### src/rtl/seq_mult32.sv
// Multi-cycle unsigned WIDTH x WIDTH -> 2*WIDTH shift-and-add multiplier.
// One partial-product row per clock; start/done handshake, fixed latency of WIDTH cycles.
//
// state  | meaning
// IDLE   | waiting for start
// RUN    | one shift-and-add iteration per cycle, busy=1
// DONE   | product just updated, done=1; start here begins a new run
module seq_mult32 #(
  parameter int WIDTH = 32,
  parameter int CNT_W = 6
) (
  input  logic                 clk,
  input  logic                 rst_n,
  input  logic                 start,
  input  logic [WIDTH-1:0]     a,
  input  logic [WIDTH-1:0]     b,
  output logic                 busy,
  output logic                 done,
  output logic [2*WIDTH-1:0]   product
);

  typedef enum logic [1:0] {
    S_IDLE = 2'd0,
    S_RUN  = 2'd1,
    S_DONE = 2'd2
  } state_t;

  localparam logic [CNT_W-1:0] CNT_LAST = CNT_W'(WIDTH - 1);

  state_t               state, state_nxt;
  logic [WIDTH-1:0]     mcand;
  logic [WIDTH-1:0]     mplr;
  logic [WIDTH-1:0]     acc_hi;
  logic [CNT_W-1:0]     cnt;
  logic [WIDTH-1:0]     pp;
  logic [WIDTH:0]       sum;
  logic [2*WIDTH-1:0]   acc_nxt;
  logic                 accept;
  logic                 last;

  // {sum, mplr} >> 1 always has a zero MSB, so only the low 2*WIDTH bits are kept
  always_comb begin
    pp      = mcand & {WIDTH{mplr[0]}};
    sum     = {1'b0, acc_hi} + {1'b0, pp};
    acc_nxt = {sum, mplr[WIDTH-1:1]};
    last    = (cnt == CNT_LAST);
    accept  = start && (state != S_RUN);
  end

  always_comb begin
    state_nxt = state;
    busy      = 1'b0;
    done      = 1'b0;
    case (state)
      S_IDLE: begin
        if (start) state_nxt = S_RUN;
      end
      S_RUN: begin
        busy = 1'b1;
        if (last) state_nxt = S_DONE;
      end
      S_DONE: begin
        done      = 1'b1;
        state_nxt = start ? S_RUN : S_IDLE;
      end
      default: state_nxt = S_IDLE;
    endcase
  end

  always_ff @(posedge clk) begin
    if (!rst_n) begin
      state   <= S_IDLE;
      mcand   <= '0;
      mplr    <= '0;
      acc_hi  <= '0;
      cnt     <= '0;
      product <= '0;
    end else begin
      state <= state_nxt;
      if (accept) begin
        mcand  <= a;
        mplr   <= b;
        acc_hi <= '0;
        cnt    <= '0;
      end else if (state == S_RUN) begin
        acc_hi <= acc_nxt[2*WIDTH-1:WIDTH];
        mplr   <= acc_nxt[WIDTH-1:0];
        cnt    <= cnt + CNT_W'(1);
        if (last) product <= acc_nxt;
      end
    end
  end

endmodule
### config.mk
export PLATFORM = sky130hd
export DESIGN_NAME = seq_mult32
export DESIGN_NICKNAME = d
export VERILOG_FILES = /design/src/rtl/seq_mult32.sv
export SDC_FILE = /design/constraint.sdc
export NUM_CORES = 1
export LEC_CHECK = 0
export CORE_ASPECT_RATIO = 1.5
export CORE_MARGIN = 5
export CORE_UTILIZATION = 38
export DETAILED_ROUTE_END_ITERATION = 16
export GPL_TIMING_DRIVEN = 0
export PLACE_DENSITY = 0.71
export REMOVE_ABC_BUFFERS = 1
export SLEW_MARGIN = 20
export SYNTH_ARGS = -nofsm -noshare
export SYNTH_HDL_FRONTEND = slang
export SYNTH_SLANG_ARGS = --single-unit
export TNS_END_PERCENT = 1
### constraint.sdc
create_clock -name clk -period 3.6 [get_ports clk]
set_input_delay 1.08 -clock clk [delete_from_list [all_inputs] [get_ports clk]]
set_output_delay 1.08 -clock clk [all_outputs]
set_load 0.005 [all_outputs]
== Yosys cells after proc, flatten, opt, wreduce, memory -nomap -nowiden ==
Cells that the tools add are included.

* Input port bits: 67
* Output and inout bits: 66
* Bits in registers: 168
* Word-level logic and storage cells: 31

* Eq/ne operators: 6
* Bitwise gates (word level): 3
* Multiplexer cells: 8
* Reductions and logical operators: 6
* Add/subtract/negate cells: 2

{| class="wikitable"
|+ Operators by type and width
! operator !! count
|-
| two-way mux 32 bit || 2
|-
| adder 32 x 32 -> 33 bit || 1
|-
| AND 32 bit || 1
|-
| adder 6 x 1 -> 6 bit, second input constant || 1
|-
| equality test 6 x 5 -> 1 bit, second input constant || 1
|-
| case mux 2 bit (3 select lines) || 1
|-
| two-way mux 2 bit || 2
|-
| inequality test 2 bit, second input constant || 2
|-
| two-way mux 1 bit || 3
|-
| AND reduction 3 bit || 1
|-
| equality test 2 x 1 -> 1 bit, second input constant || 1
|-
| equality test 2 bit, second input constant || 1
|-
| zero test 2 bit || 1
|-
| inequality test 2 x 1 -> 1 bit, second input constant || 1
|-
| NOT 1 bit || 2
|-
| AND reduction 2 bit || 1
|-
| nonzero test 2 bit || 1
|-
| OR reduction 2 bit || 1
|-
| logical AND 1 bit || 1
|}

== Depth between registers and ports, before layout ==
Gate-level depths: netlist (run 1).

* Depth after elaboration: 4
* Gate-level depth with buffers: 13
* Depth with buffers taken out: 12

== Worst setup path before layout (run 1) ==
Ideal clock, no wire load.

* Kind: reg2reg
* Start: register mplr[0]
* End: register acc_hi[29]
* Required time: 3466 ps
* Path slack: 603 ps
* Data arrival time: 2863 ps
* Buffers on the path: 1
* Stages on the path, launching flop included: 14
* Cells stage by stage: dfxtp_1 -> clkbuf_1 -> and2_1 -> ha_1 -> fa_1 -> a21o_1 -> a221oi_1 -> o211ai_1 -> a31oi_1 -> nand2_1 -> a41oi_1 -> o21bai_1 -> xnor2_1 -> o22ai_1

* Word-level cells in the longest chain between the ends: 2

{| class="wikitable"
|+ Ends and longest elaborated chain
! element !! line !! text
|-
| start: declaration || 32 || <nowiki>logic [WIDTH-1:0] mplr;</nowiki>
|-
| start signal: assignment || 87 || <nowiki>mplr <= acc_nxt[WIDTH-1:0];</nowiki>
|-
| AND 32 bit || 43 || <nowiki>pp = mcand & {WIDTH{mplr[0]}};</nowiki>
|-
| adder 32 x 32 -> 33 bit || 44 || <nowiki>sum = {1'b0, acc_hi} + {1'b0, pp};</nowiki>
|-
| end signal: assignment || 86 || <nowiki>acc_hi <= acc_nxt[2*WIDTH-1:WIDTH];</nowiki>
|-
| end: declaration || 33 || <nowiki>logic [WIDTH-1:0] acc_hi;</nowiki>
|}

No other way between the ends.
A chain may end at the register's enable or synchronous reset.

== Final worst setup path (run 1) ==
* Start: register state[0]
* End: output busy

* Word-level cells in the longest chain between the ends: 2

{| class="wikitable"
|+ Ends and longest elaborated chain
! element !! line !! text
|-
| start: declaration || 30 || <nowiki>state_t state, state_nxt;</nowiki>
|-
| start signal: assignment || 79 || <nowiki>state <= state_nxt;</nowiki>
|-
| equality test 2 x 1 -> 1 bit || 54 || <nowiki>case (state)</nowiki>
|-
| two-way mux 1 bit || 54 ||
|-
| end: declaration || 17 || <nowiki>output logic busy,</nowiki>
|}

No other way between the ends.

==> flow_summary.ini, run 1 <==
[floorplan]
start_util_pct = 38.72
rows = 65
die-area_sq_um = 24560
core_sq_um = 21060
ios = 133
die_w_um = 129.6
die_h_um = 189.4

[final_layout]
ff_latch_area_sq_um = 3367
stdcell_count = 1353
nets = 1173
drive_above_1_share_pct = 5.806
final_cell_area_sq_um = 10380
syn2layout_area_growth_pct = 27.26
n_antenna_cell = 0
n_fill_cell = 2027
multi_input_area_sq_um = 4559

[yosys]
seq_area_frac_synth_pct = 41.23
yosys-top-cells-area = dfxtp_1 (41%), nand2_1 (13%), a21boi_0 (6.6%)
synth_top_cell_by_area = dfxtp_1
synth_cells = 970
synth_warnings = 0
synthFlopType = dfxtp_1
async_flop_share_pct = 0
synth_edf_count = 0
synth.top_cell.area_share_pct = 41.23
synth.avg_cell_area_sq_um = 8.409
yosys_register_bits = 168
netlist-cell-type-count = 56
netlist_area_sq_um = 8157

[cts]
htreeDepth = 4
numCtsBuffers = 17
cts_tree = done
clk_latency_ns = 0.43
cts_setup_buffers = 0
cts_buffer_depth = 2
cts_root_buffer = clkbuf_16
cts.sinks = 168
clk_pin_slew_ns = 0.06
hold_buffers = 0

[timing]
hold_viol = 0
whs_ns = 0.4521
period_share_pct = 95.35
setup_violations = 0
timing.fmax_mhz = 291.3
finClkSkew_ns = 0.008976
fin_ws_ns = 0.1673
min_period_ns = 3.433
report.final.slew_viol_count = 0
setup_tns_ns = 0
relSlewSlack_pct = 46.45
tightest_slew_ns = 0.8004
rsz0062_at_grt = no

[power_and_ir_drop]
switchingPower_uw = 999.3
cellLeakagePower_uw = 0.004375
irDropWorstVdd_mv = 0.3144
p_int_uw = 3183
p_seq_share_pct = 47.1
power_frac_clock_pct = 44.0
power_density_nw_per_um2 = 402.9
p_sw_share_pct = 23.89
combPwrFrac_pct = 8.9

[critical_path]
crit_path_top_delay_cell = clkdlybuf4s50_1
arrival_ns = 2.35
worst-path-buf-inv = 2
crit_path_start_kind = flop
crit_type = reg2out
cp_top_family = buffers and inverters
critPathMaxStageDelay_ns = 0.62
path_cells = nand2b_4 -> inv_4 -> clkdlybuf4s50_1
r2r_start = mplr[0]
critPathRequiredTime_ns = 2.52
end_kind = output port
startpoint = state[0]
crit_path_max_fanout = 42

[hold_path]
hold_start = product[58]
hold_class = reg2reg

[global_routing]
groute.layer.met3.usage_pct = 3.415
first_global_vias = 6970
grtUsageMet2_pct = 30.61
grt-ovfl-total = 0
grt_max_degree = 84
gr-max-usage-layer = met2
grt_use_total_pct = 16.74
grt_pass1_wl_mm = 33.35
use_met1_pct = 18.53
grt_antenna_before_repair = 0

[detailed_routing]
avgRoutedWirePerCell_um = 14.78
wl_mm = 20.00
ant_nets = 0
detailroute.via_count = 6842
drc = 0
drt-initial-drc-count = 204
drt_pre_antenna_iters = 5
via_per_inst = 5.057

[place]
dpl.hpwl_mm = 13.97
dp.cells = 1321
portBuffers = 132
place_ws_ns = -0.4463
placed_area_sq_um = 9766
place_congestion = 0.8454

[status]
status = complete, no violations

[flow_run]
maxCapViolations = 0
## worst min-delay path, delay by kind of cell (launching register included)
family           cells  cell delay, ns
flip-flops           1            0.31
AO/OA/AOI/OAI        1            0.05
AND/OR/NAND/NOR      1            0.05
## synthesized netlist by cell type (2+ instances only)
cell and n:
nand2_1 282, dfxtp_1 168, a21boi_0 72, a21oi_1 53, clkbuf_1 50, and2_1 35
o211a_1 34, ha_1 33, mux2i_1 33, a21o_1 18, a21boi_1 17, xnor2_1 17
xor2_1 16, nor2_1 13, inv_1 11, o21ai_1 11, buf_1 10, nand3_1 10
nand4_1 10, o21ai_0 8, and3_1 7, a31oi_1 6, o22ai_1 6, nor3_1 4
buf_2 3, nor2b_1 3, nor3b_1 3, o211ai_1 3, o21bai_1 3, a211oi_1 2
and4_1 2, o21a_1 2, o31ai_1 2
## cell type report
class | count | share of cell area [%]
clock buffers | 22 | 4.568
clock inverters | 10 | 1.157
inverters | 11 | 0.4219
multi-input cells | 728 | 43.92
flip-flops and latches | 168 | 32.44
well taps | 268 | 3.230
repair buffers | 146 | 14.26
## per-stage QoR
step	total power (uW)	util (%)
2_1_floorplan	2198	-
3_3_place_gp	2390	45.45
3_5_place_dp	2389	46.36
4_1_cts	4251	49.23
5_1_grt	4365	49.28
6_report	4182	49.28
## layer usage
| layer | share of wire, % | wire length, um |
|---|---|---|
| met5 | 0 | 0 |
| met1 | 42 | 8420 |
| met3 | 4.3 | 869 |
| met2 | 51 | 10270 |
| met4 | 2.2 | 441 |
## flip-flops by register name, summed over array words and instances (netlist names)
| register | flops |
|---|---|
| product | 64 |
| mcand | 32 |
| acc_hi | 32 |
| mplr | 32 |
| cnt | 6 |
| state | 2 |
## final timing paths
check | to | slack (ns) | depth (start not counted)
setup / recovery | busy | 0.17 | 3
hold reg to reg | product[58] | 0.45 | 2
setup reg to reg | acc_hi[29] | 0.26 | 12
hold / removal | product[58] | 0.45 | 2
## placed cells by master (no fill, tap or decap), drive strengths merged, types with 4 or more instances in the layout
master	count
and3	7
nand4	10
clkbuf	22
clkdlybuf4s50	130
dfxtp	168
a21oi	53
a21boi	89
xor2	16
nand3	11
mux2i	33
nand2	283
clkinv	6
a21o	18
o21ai	19
o22ai	6
ha	33
inv	11
xnor2	17
and2	35
a31oi	8
o211ai	5
o211a	34
nor2	13
buf	16
nor3	4
## what timing repair did
action / CTS / global route
gates resized for setup: 3 / 2
endpoints found under the setup margin: 24 / 6
pin swaps: 0 / 0
## cell families (layout without fill, tap and decap cells)
kind of cell	after synthesis	in the layout	share of synthesized area (%)
simple gates	377	377	19.90
compound gates	251	251	22.52
flops	168	168	41.23
buf+inv	74	189	3.451
fa+ha+maj	34	34	5.308
xor+xnor	33	33	3.543
mux	33	33	4.050
## power groups by stage
stage	clock network, uW	logic, uW	registers [uW]
floorplan	0	202	2000
global placement	0	378	2010
detailed placement	0	375	2010
CTS	1900	377	1970
global route	1970	416	1980
finish	1840	371	1970
Note: power is estimated with default switching activity, not from simulation.
==> run 2: changes to the inputs <==
--- a/config.mk
+++ b/config.mk
@@ -12,6 +12,7 @@
 export GPL_TIMING_DRIVEN = 0
 export PLACE_DENSITY = 0.71
 export REMOVE_ABC_BUFFERS = 1
+export SETUP_SLACK_MARGIN = 0.05
 export SLEW_MARGIN = 20
 export SYNTH_ARGS = -nofsm -noshare
 export SYNTH_HDL_FRONTEND = slang
==> run 2 against run 1 <==
First-iteration DRC count grew 4.4%. Largest power group unchanged. Maximum frequency grew 2.9%. Worst hold slack is essentially flat. Clock power is essentially flat. Sequential share of layout area is essentially flat. Register-to-register slack is essentially flat. Critical path depth grew 9.
==> flow_summary.ini, run 2 (same netlist as run 1, synthesis figures left out) <==
[critical_path]
r2r_start = mplr[0]
crit_type = reg2reg
path_cells = and2_1 -> ha_1 -> fa_1 -> a21o_1 -> a221oi_2 -> o211ai_1 -> a31oi_1 -> nand2_1 -> a41oi_2 -> o21bai_1 -> xnor2_1 -> o22ai_1
crit_path_top_delay_cell = dfxtp_4
reg2reg_depth = 12
critPathRequiredTime_ns = 3.88
critPathMaxStageDelay_ns = 0.45
crit_path_start_kind = flop
end_kind = flop
r2r_end = acc_hi[29]
r2r_setup_slack_ns = 0.26
arrival_ns = 3.61
crit_path_max_fanout = 33

[cts]
numCtsBuffers = 17
cts.sinks = 168
cts_setup_buffers = 0
htreeDepth = 4
cts_tree = done
hold_buffers = 0
clk_latency_ns = 0.43
cts_root_buffer = clkbuf_16
cts_buffer_depth = 2
clk_pin_slew_ns = 0.06

[power_and_ir_drop]
irDropWorstVdd_mv = 0.3143
finalPower_uw = 4183
cellLeakagePower_uw = 0.004375
power_density_nw_per_um2 = 402.9

[final_layout]
final_cell_area_sq_um = 10380
final_common_cell = nand2_1
largest_reg_flops = 64
stdcell_count = 1353
multi_input_area_sq_um = 4559
n_antenna_cell = 0
ff_latch_area_sq_um = 3367
top_register = product
nets = 1173
n_fill_cell = 2027
drive_above_1_share_pct = 5.806
syn2layout_area_growth_pct = 27.29
final_cell_mix = nand2_1 (279), dfxtp_1 (167), clkdlybuf4s50_1 (130)

[flow_run]
maxCapViolations = 0

[detailed_routing]
drc = 0
via_per_inst = 5.055
drt-initial-drc-count = 213
drt_pre_antenna_iters = 5
detailroute.via_count = 6839
avgRoutedWirePerCell_um = 14.79
wl_mm = 20.01
ant_nets = 0

[floorplan]
ios = 133
start_util_pct = 38.72
rows = 65
die_w_um = 129.6
die-area_sq_um = 24560
die_h_um = 189.4
core_sq_um = 21060

[timing]
setup_tns_ns = 0
report.final.slew_viol_count = 0
hold_viol = 0
setup_violations = 0
relSlewSlack_pct = 46.33
rsz0062_at_grt = yes
tightest_slew_ns = 0.8023
min_period_ns = 3.336
period_share_pct = 92.67
finClkSkew_ns = 0.008972
whs_ns = 0.4521
timing.fmax_mhz = 299.7

[place]
portBuffers = 132
dp.cells = 1321
dpl.hpwl_mm = 13.97
place_congestion = 0.8454
placed_area_sq_um = 9766

[global_routing]
grt_antenna_before_repair = 0
grt_max_degree = 84
grt_use_total_pct = 16.74
first_global_vias = 6970
grt_pass1_wl_mm = 33.35
grt-ovfl-total = 0

[status]
status = complete, no violations

[hold_path]
hold_class = reg2reg
hold_start = product[58]
min_to = product[58]
hold_depth = 2
==> run 2: critical path, delay by kind of cell, from the launching register on <==
kind | cells | cell delay, ns
and+or+nand+nor | 2 | 0.35
adders and majority gates | 2 | 0.62
DFF | 1 | 0.45
AOI/OAI and AO/OA | 7 | 1.61
xor gates and xnor gates | 1 | 0.14
==> run 2: how the worst max path moves through the flow <==
stage,startpoint,end,depth (start not counted)
after detailed placement,mplr[0],acc_hi[29],12
after global placement,state[0],product[53],4
after floorplan,state[1],product[41],4
after CTS,mplr[0],acc_hi[29],12
final,mplr[0],acc_hi[29],12
after global routing,mplr[0],acc_hi[29],12
==> run 2: report_power, final <==
part | switching [uW] | internal [uW] | total (uW)
registers | 49.1 | 1920 | 1970
clock network | 760 | 1080 | 1840
logic | 190 | 181 | 372
total | 1000 | 3180 | 4180
==> run 2: through the flow <==
step	worst slack [ns]	util, %
floorplan	-3.726	-
global placement	-9.778	45.45
detailed placement	-0.4463	46.36
CTS	0.01066	49.23
global route	0.06198	49.29
finish	0.2639	49.29
==> run 2: final cells by class <==
cell class / instances / area share (%)
Timing Repair Buffer: 146 / 14.26
Inverter: 11 / 0.4459
Tap cell: 268 / 3.230
Sequential cell: 168 / 32.43
Multi-Input combinational cell: 728 / 43.91
Clock inverter: 10 / 1.157
Clock buffer: 22 / 4.567
==> run 2: timing repair <==
| item | CTS | global route |
|---|---|---|
| cloned | 0 | 0 |
| gates resized for setup | 3 | 3 |
| setup endpoints to repair | 27 | 11 |
==> run 2: layer usage <==
metal  routed length (um)  vias to the layer above  global-route usage (%)
met1                 8425                     3153                   18.53
met3                  860                       25                   3.415
met5                    0                        -                       0
met2                10280                      122                   30.61
li1                     -                     3539                       -
met4                  441                        0                   6.800
==> run 3: changes to the inputs <==
--- a/config.mk
+++ b/config.mk
@@ -7,10 +7,10 @@
 export LEC_CHECK = 0
 export CORE_ASPECT_RATIO = 1.5
 export CORE_MARGIN = 5
-export CORE_UTILIZATION = 38
+export CORE_UTILIZATION = 54
 export DETAILED_ROUTE_END_ITERATION = 16
 export GPL_TIMING_DRIVEN = 0
-export PLACE_DENSITY = 0.71
+export PLACE_DENSITY = 0.92
 export REMOVE_ABC_BUFFERS = 1
 export SETUP_SLACK_MARGIN = 0.05
 export SLEW_MARGIN = 20
==> run 3 against run 2 <==
Final area is 0.92% lower. Wire length is 0.79% lower. Clock skew is 0.0017 ns higher. Worst setup slack worse by 0.016 ns. Via count is 3.0% higher. Utilization is 19 points higher. Largest power group unchanged. Sequential power hardly changed. Sequential cell count stayed put. Largest cell class unchanged. Non-clock buffer count is 1 lower.
==> flow_summary.ini, run 3 (same netlist as run 1, synthesis figures left out) <==
[status]
status = complete, no violations

[timing]
tightest_slew_ns = 0.8114
hold_viol = 0
min_period_ns = 3.352
period_share_pct = 93.11
whs_ns = 0.4529
relSlewSlack_pct = 45.71
finClkSkew_ns = 0.01063
rsz0062_at_grt = no
setup_violations = 0
report.final.slew_viol_count = 0
timing.fmax_mhz = 298.3

[critical_path]
r2r_setup_slack_ns = 0.31
critPathMaxStageDelay_ns = 0.61
cp_top_family = buffers and inverters
path_cells = nand2b_4 -> inv_4 -> clkdlybuf4s50_1
crit_path_max_fanout = 38
crit_path_top_delay_cell = clkdlybuf4s50_1
arrival_ns = 2.27
worst-path-buf-inv = 2
critPathRequiredTime_ns = 2.52
end_kind = output port
crit_path_start_kind = flop
crit_type = reg2out

[floorplan]
die_h_um = 160.5
ios = 133
rows = 55
core_sq_um = 15000
die_w_um = 110.4
start_util_pct = 54.37
die-area_sq_um = 17710

[global_routing]
grt_pass1_wl_mm = 32.65
first_global_vias = 7159
grt_antenna_before_repair = 0
grt_use_total_pct = 22.53
grt-ovfl-total = 0
grt_max_degree = 90

[final_layout]
final_cell_area_sq_um = 10290
final_common_cell = nand2_1
utilization_pct = 68.57
n_antenna_cell = 0
stdcell_count = 1283
syn2layout_area_growth_pct = 26.12
n_fill_cell = 1204
multi_input_area_sq_um = 4559
ff_latch_area_sq_um = 3367
final_cell_mix = nand2_1 (279), dfxtp_1 (167), clkdlybuf4s50_1 (130)
drive_above_1_share_pct = 5.904
largest_reg_flops = 64
nets = 1172
top_register = product

[place]
dp.cells = 1251
portBuffers = 132
dpl.hpwl_mm = 13.85
placed_area_sq_um = 9666
place_congestion = 0.8945

[cts]
cts_tree = done
clk_latency_ns = 0.42
clk_pin_slew_ns = 0.06
htreeDepth = 4
hold_buffers = 0
numCtsBuffers = 17
cts_buffer_depth = 2
cts.sinks = 168
cts_root_buffer = clkbuf_16
cts_setup_buffers = 0

[detailed_routing]
drt_pre_antenna_iters = 5
wl_mm = 19.85
drc = 0
detailroute.via_count = 7043
ant_nets = 0
via_per_inst = 5.489
avgRoutedWirePerCell_um = 15.47
drt-initial-drc-count = 436

[power_and_ir_drop]
cellLeakagePower_uw = 0.004367
power_density_nw_per_um2 = 406.8
finalPower_uw = 4185
irDropWorstVdd_mv = 0.3673

[flow_run]
maxCapViolations = 0

[hold_path]
hold_class = reg2reg
-- run 3: cell count changes in the layout (fill, tap and decap cells not counted), moves of 2 or more --
cell      delta
buf_2        -2
clkinv_4     -3
inv_8        +2
clkbuf_1     -2
inv_6        +4
clkbuf_8     -2
buf_4        +2
-- run 3: area by class of cell --
type | count | share of cell area (%)
multi-input combinational | 728 | 44.32
sequential | 168 | 32.73
timing repair buffer | 145 | 14.25
clock buffer | 18 | 4.269
tap | 199 | 2.420
clock inverter | 14 | 1.581
inverter | 11 | 0.4257
-- run 3: worst register-to-register path: stages (launching register included) --
cell and delay (ns):
dfxtp_4 0.45, and2_1 0.19, ha_1 0.21, fa_1 0.41, a21o_1 0.22, a221oi_2 0.35
o211ai_1 0.21, a31oi_1 0.26, nand2_1 0.17, a41oi_2 0.30, o21bai_1 0.13, xnor2_1 0.15
o22ai_1 0.10
-- run 3: what timing repair did --
item,4_1_cts,5_1_grt
gates resized for setup,3,2
hold endpoints to repair,0,0
endpoints found under the setup margin,22,4
-- run 3: final timing paths --
kind | end | depth (start not counted) | startpoint
max | busy | 3 | state[0]
min | product[56] | 2 | product[56]
max reg2reg | acc_hi[29] | 12 | mplr[0]
min reg2reg | product[56] | 2 | product[56]
-- run 3: metrics by stage --
| step | TNS [ns] | setup WS, ns |
|---|---|---|
| after global placement | -816.09 | -9.176 |
| after detailed placement | -1.273 | -0.2826 |
| after CTS | 0 | 0.1167 |
| final | 0 | 0.2482 |
| after global routing | 0 | 0.1556 |
| after floorplan | -268.82 | -3.726 |
-- run 3: metal layers --
metal  global-route usage (%)  up-vias  part of all wire (%)
met5                        0        -                     0
met4                    7.955        0                   2.0
met3                    3.820       36                   4.4
met2                    42.82      190                    55
met1                    24.22     3280                    39
li1                         -     3537                     -
-- run 3: report_power, final --
group | internal (uW) | switching, uW | total [uW]
clock | 1060 | 782 | 1840
combinational | 180 | 189 | 369
sequential | 1920 | 49.9 | 1970
